$ cat src/rtl/rom_scan_reader.sv
// rom_scan_reader
//   Reads a parallel ROM chip (556PT5/3604 by default, 556PT4/3601 with
//   DATA_WIDTH=4, ADDRESS_WIDTH=8) either one address per key press
//   (manual) or as a full sequential dump (auto). After every address change
//   it waits ACCESS_CYCLES clocks, samples the chip data pins and emits a
//   one-cycle data_valid strobe.
//
// Ports
//   clk                system clock
//   reset_n            synchronous reset, ACTIVE HIGH (1 = reset); the name
//                      is kept for top-level compatibility
//   mode               0 = manual, 1 = auto scan (acted on only in IDLE)
//   start              auto-scan request level (acted on only in IDLE)
//   increment_address  manual step up key level, rising edge acts
//   decrement_address  manual step down key level, rising edge acts
//   data_line_in       data pins from the chip
//   operation          V1..V4 control code to the chip (bit0 = V1)
//   address_line       address pins to the chip
//   data_line          last sampled word, held between strobes
//   data_valid         one-cycle strobe: data_line updated this cycle
//   busy               high while settling or sampling
//   done               one-cycle strobe at the end of an auto scan

module rom_scan_reader #(
    parameter int          DATA_WIDTH    = 8,
    parameter int          ADDRESS_WIDTH = 9,
    parameter int          ACCESS_CYCLES = 4,
    parameter logic [3:0]  OP_READ       = 4'b1100
) (
    input  logic                     clk,
    input  logic                     reset_n,
    input  logic                     mode,
    input  logic                     start,
    input  logic                     increment_address,
    input  logic                     decrement_address,
    input  logic [DATA_WIDTH-1:0]    data_line_in,
    output logic [3:0]               operation,
    output logic [ADDRESS_WIDTH-1:0] address_line,
    output logic [DATA_WIDTH-1:0]    data_line,
    output logic                     data_valid,
    output logic                     busy,
    output logic                     done
);

    typedef enum logic [1:0] {
        ST_IDLE,
        ST_SETTLE,
        ST_SAMPLE,
        ST_DONE
    } state_t;

    typedef enum logic [1:0] {
        ADDR_HOLD,
        ADDR_ZERO,
        ADDR_INC,
        ADDR_DEC
    } addr_op_t;

    localparam logic [7:0]               CNT_RELOAD = 8'(ACCESS_CYCLES - 1);
    localparam logic [ADDRESS_WIDTH-1:0] ADDR_MAX   = '1;
    localparam logic [ADDRESS_WIDTH-1:0] ADDR_ONE   = ADDRESS_WIDTH'(1);

    state_t   state;
    state_t   state_next;
    addr_op_t addr_op;

    logic [7:0] cnt;
    logic       scan;
    logic       inc_q;
    logic       dec_q;
    logic       armed;
    logic       inc_edge;
    logic       dec_edge;

    logic       cnt_load;
    logic       capture;
    logic       scan_set;
    logic       scan_clr;
    logic       done_set;

    // armed stays low for the first clock after reset so that a key held
    // through reset (inc_q/dec_q cleared to 0) is not mistaken for a press.
    assign inc_edge = armed & increment_address & ~inc_q;
    assign dec_edge = armed & decrement_address & ~dec_q;

    assign busy = (state == ST_SETTLE) || (state == ST_SAMPLE);

    // NOTE: sequential state uses non-blocking (<=) so every register samples
    // the pre-edge values of the others, independent of statement order.
    always_ff @(posedge clk) begin
        if (reset_n) begin
            state <= ST_IDLE;
        end else begin
            state <= state_next;
        end
    end

    // NOTE: every signal driven here gets a default first, so no path through
    // the case leaves one unassigned and no latch is inferred.
    always_comb begin
        state_next = state;
        addr_op    = ADDR_HOLD;
        cnt_load   = 1'b0;
        capture    = 1'b0;
        scan_set   = 1'b0;
        scan_clr   = 1'b0;
        done_set   = 1'b0;

        case (state)
            ST_IDLE: begin
                if (mode && start) begin
                    addr_op    = ADDR_ZERO;
                    cnt_load   = 1'b1;
                    scan_set   = 1'b1;
                    state_next = ST_SETTLE;
                end else if (!mode && inc_edge && !dec_edge) begin
                    addr_op    = ADDR_INC;
                    cnt_load   = 1'b1;
                    state_next = ST_SETTLE;
                end else if (!mode && dec_edge && !inc_edge) begin
                    addr_op    = ADDR_DEC;
                    cnt_load   = 1'b1;
                    state_next = ST_SETTLE;
                end
                // Both edges together: ambiguous request, ignored.
            end

            ST_SETTLE: begin
                if (cnt == 8'd0) begin
                    state_next = ST_SAMPLE;
                end
            end

            ST_SAMPLE: begin
                capture = 1'b1;
                if (!scan) begin
                    state_next = ST_IDLE;
                end else if (address_line == ADDR_MAX) begin
                    state_next = ST_DONE;
                end else begin
                    // The address step here starts the next access window.
                    addr_op    = ADDR_INC;
                    cnt_load   = 1'b1;
                    state_next = ST_SETTLE;
                end
            end

            ST_DONE: begin
                done_set   = 1'b1;
                scan_clr   = 1'b1;
                state_next = ST_IDLE;
            end

            default: begin
                state_next = ST_IDLE;
            end
        endcase
    end

    always_ff @(posedge clk) begin
        if (reset_n) begin
            operation    <= 4'b0000;
            address_line <= '0;
            data_line    <= '0;
            data_valid   <= 1'b0;
            done         <= 1'b0;
            cnt          <= 8'd0;
            scan         <= 1'b0;
            inc_q        <= 1'b0;
            dec_q        <= 1'b0;
            armed        <= 1'b0;
        end else begin
            operation <= OP_READ;
            inc_q     <= increment_address;
            dec_q     <= decrement_address;
            armed     <= 1'b1;

            case (addr_op)
                ADDR_ZERO: address_line <= '0;
                ADDR_INC:  address_line <= address_line + ADDR_ONE;
                ADDR_DEC:  address_line <= address_line - ADDR_ONE;
                default:   address_line <= address_line;
            endcase

            if (cnt_load) begin
                cnt <= CNT_RELOAD;
            end else if (state == ST_SETTLE && cnt != 8'd0) begin
                cnt <= cnt - 8'd1;
            end

            if (capture) begin
                data_line <= data_line_in;
            end
            data_valid <= capture;
            done       <= done_set;

            if (scan_set) begin
                scan <= 1'b1;
            end else if (scan_clr) begin
                scan <= 1'b0;
            end
        end
    end

endmodule

$ cat config.mk
export PLATFORM = sky130hd
export DESIGN_NAME = rom_scan_reader
export DESIGN_NICKNAME = d
export VERILOG_FILES = /design/src/rtl/rom_scan_reader.sv
export SDC_FILE = /design/constraint.sdc
export NUM_CORES = 1
export LEC_CHECK = 0
export ABC_AREA = 1
export CORE_ASPECT_RATIO = 1.4
export CORE_MARGIN = 2
export CORE_UTILIZATION = 55
export CTS_CLUSTER_SIZE = 8
export DETAILED_ROUTE_END_ITERATION = 8
export PLACE_DENSITY = 0.81
export SYNTH_ARGS = -nofsm -noshare
export SYNTH_HDL_FRONTEND = slang
export SYNTH_SLANG_ARGS = --single-unit
$ cat constraint.sdc
create_clock -name clk -period 6 [get_ports clk]
set_clock_uncertainty 0.15 [all_clocks]
set_input_delay 0.6 -clock clk [delete_from_list [all_inputs] [get_ports clk]]
set_output_delay 0.6 -clock clk [all_outputs]
set_load 0.03 [all_outputs]
==> flow_metrics.py <==
metrics = {
    "status": {
        "outcome": "completed",
    },
    "global_route": {
        "number_of_global_route_vias_before_repair": 1592,
        "globalRouteOverflowTotal": 0,
        "grt_pass1_wl_um": 6548,
        "grt_start_max_net_pins": 20,
        "grt_antenna_before_repair": 0,
        "globalRouteTotalUtil_pct": 22.25,
    },
    "setup_path": {
        "crit_start": "decrement_address",
        "worstPathRequired_ns": 6.06,
        "setup.worst_path.end_class": "register",
        "setup.worst_path.start_class": "input pin",
        "r2r-start": "state[0]",
        "critPathArrivalTime_ns": 2.96,
        "crit_fanout": 19,
        "critPathKind": "in -> reg",
    },
    "die": {
        "io-pin-count": 38,
        "die_w_um": 54.06,
        "floorplan.initialDensity_pct": 57.11,
        "floorplan.die.height_um": 74.08,
        "fp.dieArea_um2": 4004,
        "rows": 25,
        "floorplan.core_area_um2": 3378,
    },
    "power": {
        "irDropWorstVdd_mv": 0.2414,
        "power.leakage_uw": 0.001076,
        "cellPowerDensity_nw_per_um2": 334.0,
        "part_of_the_power_in_registers_pct": 37.1,
        "internal-power_uw": 460.0,
        "p_comb_share_pct": 41.3,
        "clock_power_share_pct": 21.6,
        "switchingPower_uw": 321.1,
        "pwr_total_uw": 781.2,
        "power_switching_share_pct": 41.11,
    },
    "synth": {
        "synth_top_area_share_pct": 34.24,
        "synth_seq_area_share_pct": 34.24,
        "synth.top_cells.by_area": "sky130_fd_sc_hd__dfxtp_1 (34%), sky130_fd_sc_hd__nand2_1 (12%), sky130_fd_sc_hd__nor2_1 (7.8%)",
        "synth_top_flop_cell": "sky130_fd_sc_hd__dfxtp_1",
        "synthesis.area_um2": 1929,
        "synthDistinctLibCells": 32,
        "ys_async_sr_fraction_pct": 0,
        "ys_ff_latch": 33,
        "synthesis.area_per_instance_um2": 6.746,
        "most_area_hungry_cell_type_in_the_yosys_netlist": "sky130_fd_sc_hd__dfxtp_1",
        "synthesis.instances": 286,
        "number_of_warnings_reported_in_the_yosys_synthesis_log": 0,
        "number_of_enable_type_register_cells_in_the_synthesized_netlist": 0,
    },
    "clock_tree": {
        "tritoncts": "yes",
        "cts.sinks": 33,
        "cts_root_buffer": "sky130_fd_sc_hd__clkbuf_8",
        "clk_path_buf_depth": 2,
        "cts_buffers": 5,
        "cts.repair_timing.setup_buffer_count": 0,
        "clkSlewWorstSetupHoldPaths_ns": 0.07,
        "postCtsResizedCells": 0,
        "htree_num_levels": 2,
        "clkLatencyLatePin_ns": 0.30,
        "holdBufCountCts": 0,
    },
    "routing": {
        "avgViaCountPerCell": 5.182,
        "routed_wirelength_um": 4187,
        "drc_errors": 0,
        "ant_nets": 0,
        "via_count": 1855,
        "drt-pass1-iter-count": 4,
        "initialDrtViolationCount": 49,
        "avgRoutedWirePerCell_um": 11.70,
    },
    "timing": {
        "setup_total_negative_slack_ns": 0,
        "tightest_slew_ns": 0.8428,
        "unrepaired_setup_endpoints_after_global_routing": "false",
        "final_hold_viol_count": 0,
        "max_freq_mhz": 345.3,
        "layout_worst_path_cycle_share_pct": 48.27,
        "final.min_clock_period_ns": 2.896,
        "final_max_slew_viol_count": 0,
        "slew-limit-headroom_pct": 43.60,
        "setup_violations": 0,
    },
    "place": {
        "hpwlAfterDp_um": 2944,
        "io_buffers": 35,
        "count_of_placed_standard_cells_including_taps": 350,
        "finalWeightedCongestion": 0.8793,
    },
    "layout": {
        "synthToLayoutAreaGrowth_pct": 21.21,
        "final_net_count": 339,
        "layout.cells.most_common": "sky130_fd_sc_hd__nand2_1",
        "fin_cells": 358,
        "num_antenna_cells": 0,
        "layout_common_cells": "sky130_fd_sc_hd__nand2_1 (61), sky130_fd_sc_hd__nor2_1 (40), sky130_fd_sc_hd__inv_1 (35), sky130_fd_sc_hd__clkdlybuf4s50_1 (35), sky130_fd_sc_hd__dfxtp_1 (33)",
        "proportion_of_layout_cells_with_a_drive_suffix_above_1_pct": 8.176,
        "filler_cell_count": 299,
    },
    "hold_path": {
        "launch_point_of_the_worst_hold_path": "scan",
        "hold_path_class": "reg -> reg",
    },
    "run": {
        "max_cap_viol_count": 0,
    },
}
==> critical path: stages <==
cell and delay [ns]:
sky130_fd_sc_hd__clkdlybuf4s50_1 0.50, sky130_fd_sc_hd__nand2_1 0.06, sky130_fd_sc_hd__nor2_1 0.11, sky130_fd_sc_hd__nand2_1 0.06
sky130_fd_sc_hd__nand2_1 0.07, sky130_fd_sc_hd__nand2_1 0.09, sky130_fd_sc_hd__nand2_4 0.20, sky130_fd_sc_hd__nand2_4 0.16
sky130_fd_sc_hd__xor2_1 0.15, sky130_fd_sc_hd__inv_1 0.05, sky130_fd_sc_hd__ha_1 0.16, sky130_fd_sc_hd__inv_1 0.05
sky130_fd_sc_hd__nand2_1 0.11, sky130_fd_sc_hd__nand3_1 0.11, sky130_fd_sc_hd__nand2_1 0.07, sky130_fd_sc_hd__nand2_1 0.08
sky130_fd_sc_hd__nand2_1 0.05, sky130_fd_sc_hd__nand2_1 0.06, sky130_fd_sc_hd__nand3_1 0.06, sky130_fd_sc_hd__a21oi_1 0.12
==> per-layer routing <==
layer / global-route usage [%] / routed length, um
met1: 24.88 / 1835
met2: 36.86 / 2073
met3: 6.024 / 169
met4: 13.33 / 108
met5: 0 / 0
==> final cells by class <==
type | instances | area (um^2) | share of cell area, %
clock buffer | 5 | 68.82 | 2.943
multi-input combinational | 205 | 1052 | 45.00
tap | 40 | 50.05 | 2.140
inverter | 37 | 138.9 | 5.939
clock inverter | 3 | 17.52 | 0.7491
timing repair buffer | 35 | 350.3 | 14.98
sequential | 33 | 660.6 | 28.25
==> sequential cells by signal, summed over array words and instances, names as in the netlist <==
signal        flops
state             2
dec_q             1
operation         1
data_line         8
done              1
address_line      9
scan              1
data_valid        1
cnt               8
inc_q             1
==> cell families after synthesis <==
group                      after synthesis  synth area share [%]
xor gates and xnor gates                 3                 1.362
other                                    1                0.1944
and+or+nand+nor                        152                 36.58
adders and majority gates                8                 5.188
buffers and inverters                   49                 11.41
DFF                                     33                 34.24
AOI/OAI and AO/OA                       40                 11.02
==> synthesized netlist by cell type, drive strengths merged, types with 2 or more instances <==
cell and instances:
nand2 73, nor2 41, inv 36, dfxtp 33, nand3 28, a21oi 18
o21ai 18, buf 9, ha 8, clkbuf 3, nor3 3, xor2 3
a31oi 2, nand3b 2
==> power groups by stage <==
stage / logic, uW / registers, uW / clock network [uW]
2_1_floorplan: 202 / 323 / 0
3_3_place_gp: 316 / 293 / 0
3_5_place_dp: 321 / 294 / 0
4_1_cts: 326 / 290 / 171
5_1_grt: 363 / 296 / 179
6_report: 322 / 290 / 169
==> through the flow <==
stage,hold WS (ns),util [%],setup slack (ns),cell area [um^2]
2_1_floorplan,0.2934,-,3.456,1933
3_3_place_gp,0.3031,66.67,2.864,2252
3_5_place_dp,0.3154,66.67,2.807,2252
4_1_cts,0.3258,69.22,3.103,2338
5_1_grt,0.3567,69.22,2.821,2338
6_report,0.3247,69.22,3.104,2338
==> worst paths after layout <==
check	end	slack, ns	cells after the start
setup reg to reg	address_line[8]	3.20	19
setup / recovery	address_line[8]	3.10	20
hold reg to reg	scan	0.32	2
hold / removal	scan	0.32	2
Note: power is estimated with default switching activity, not from simulation.
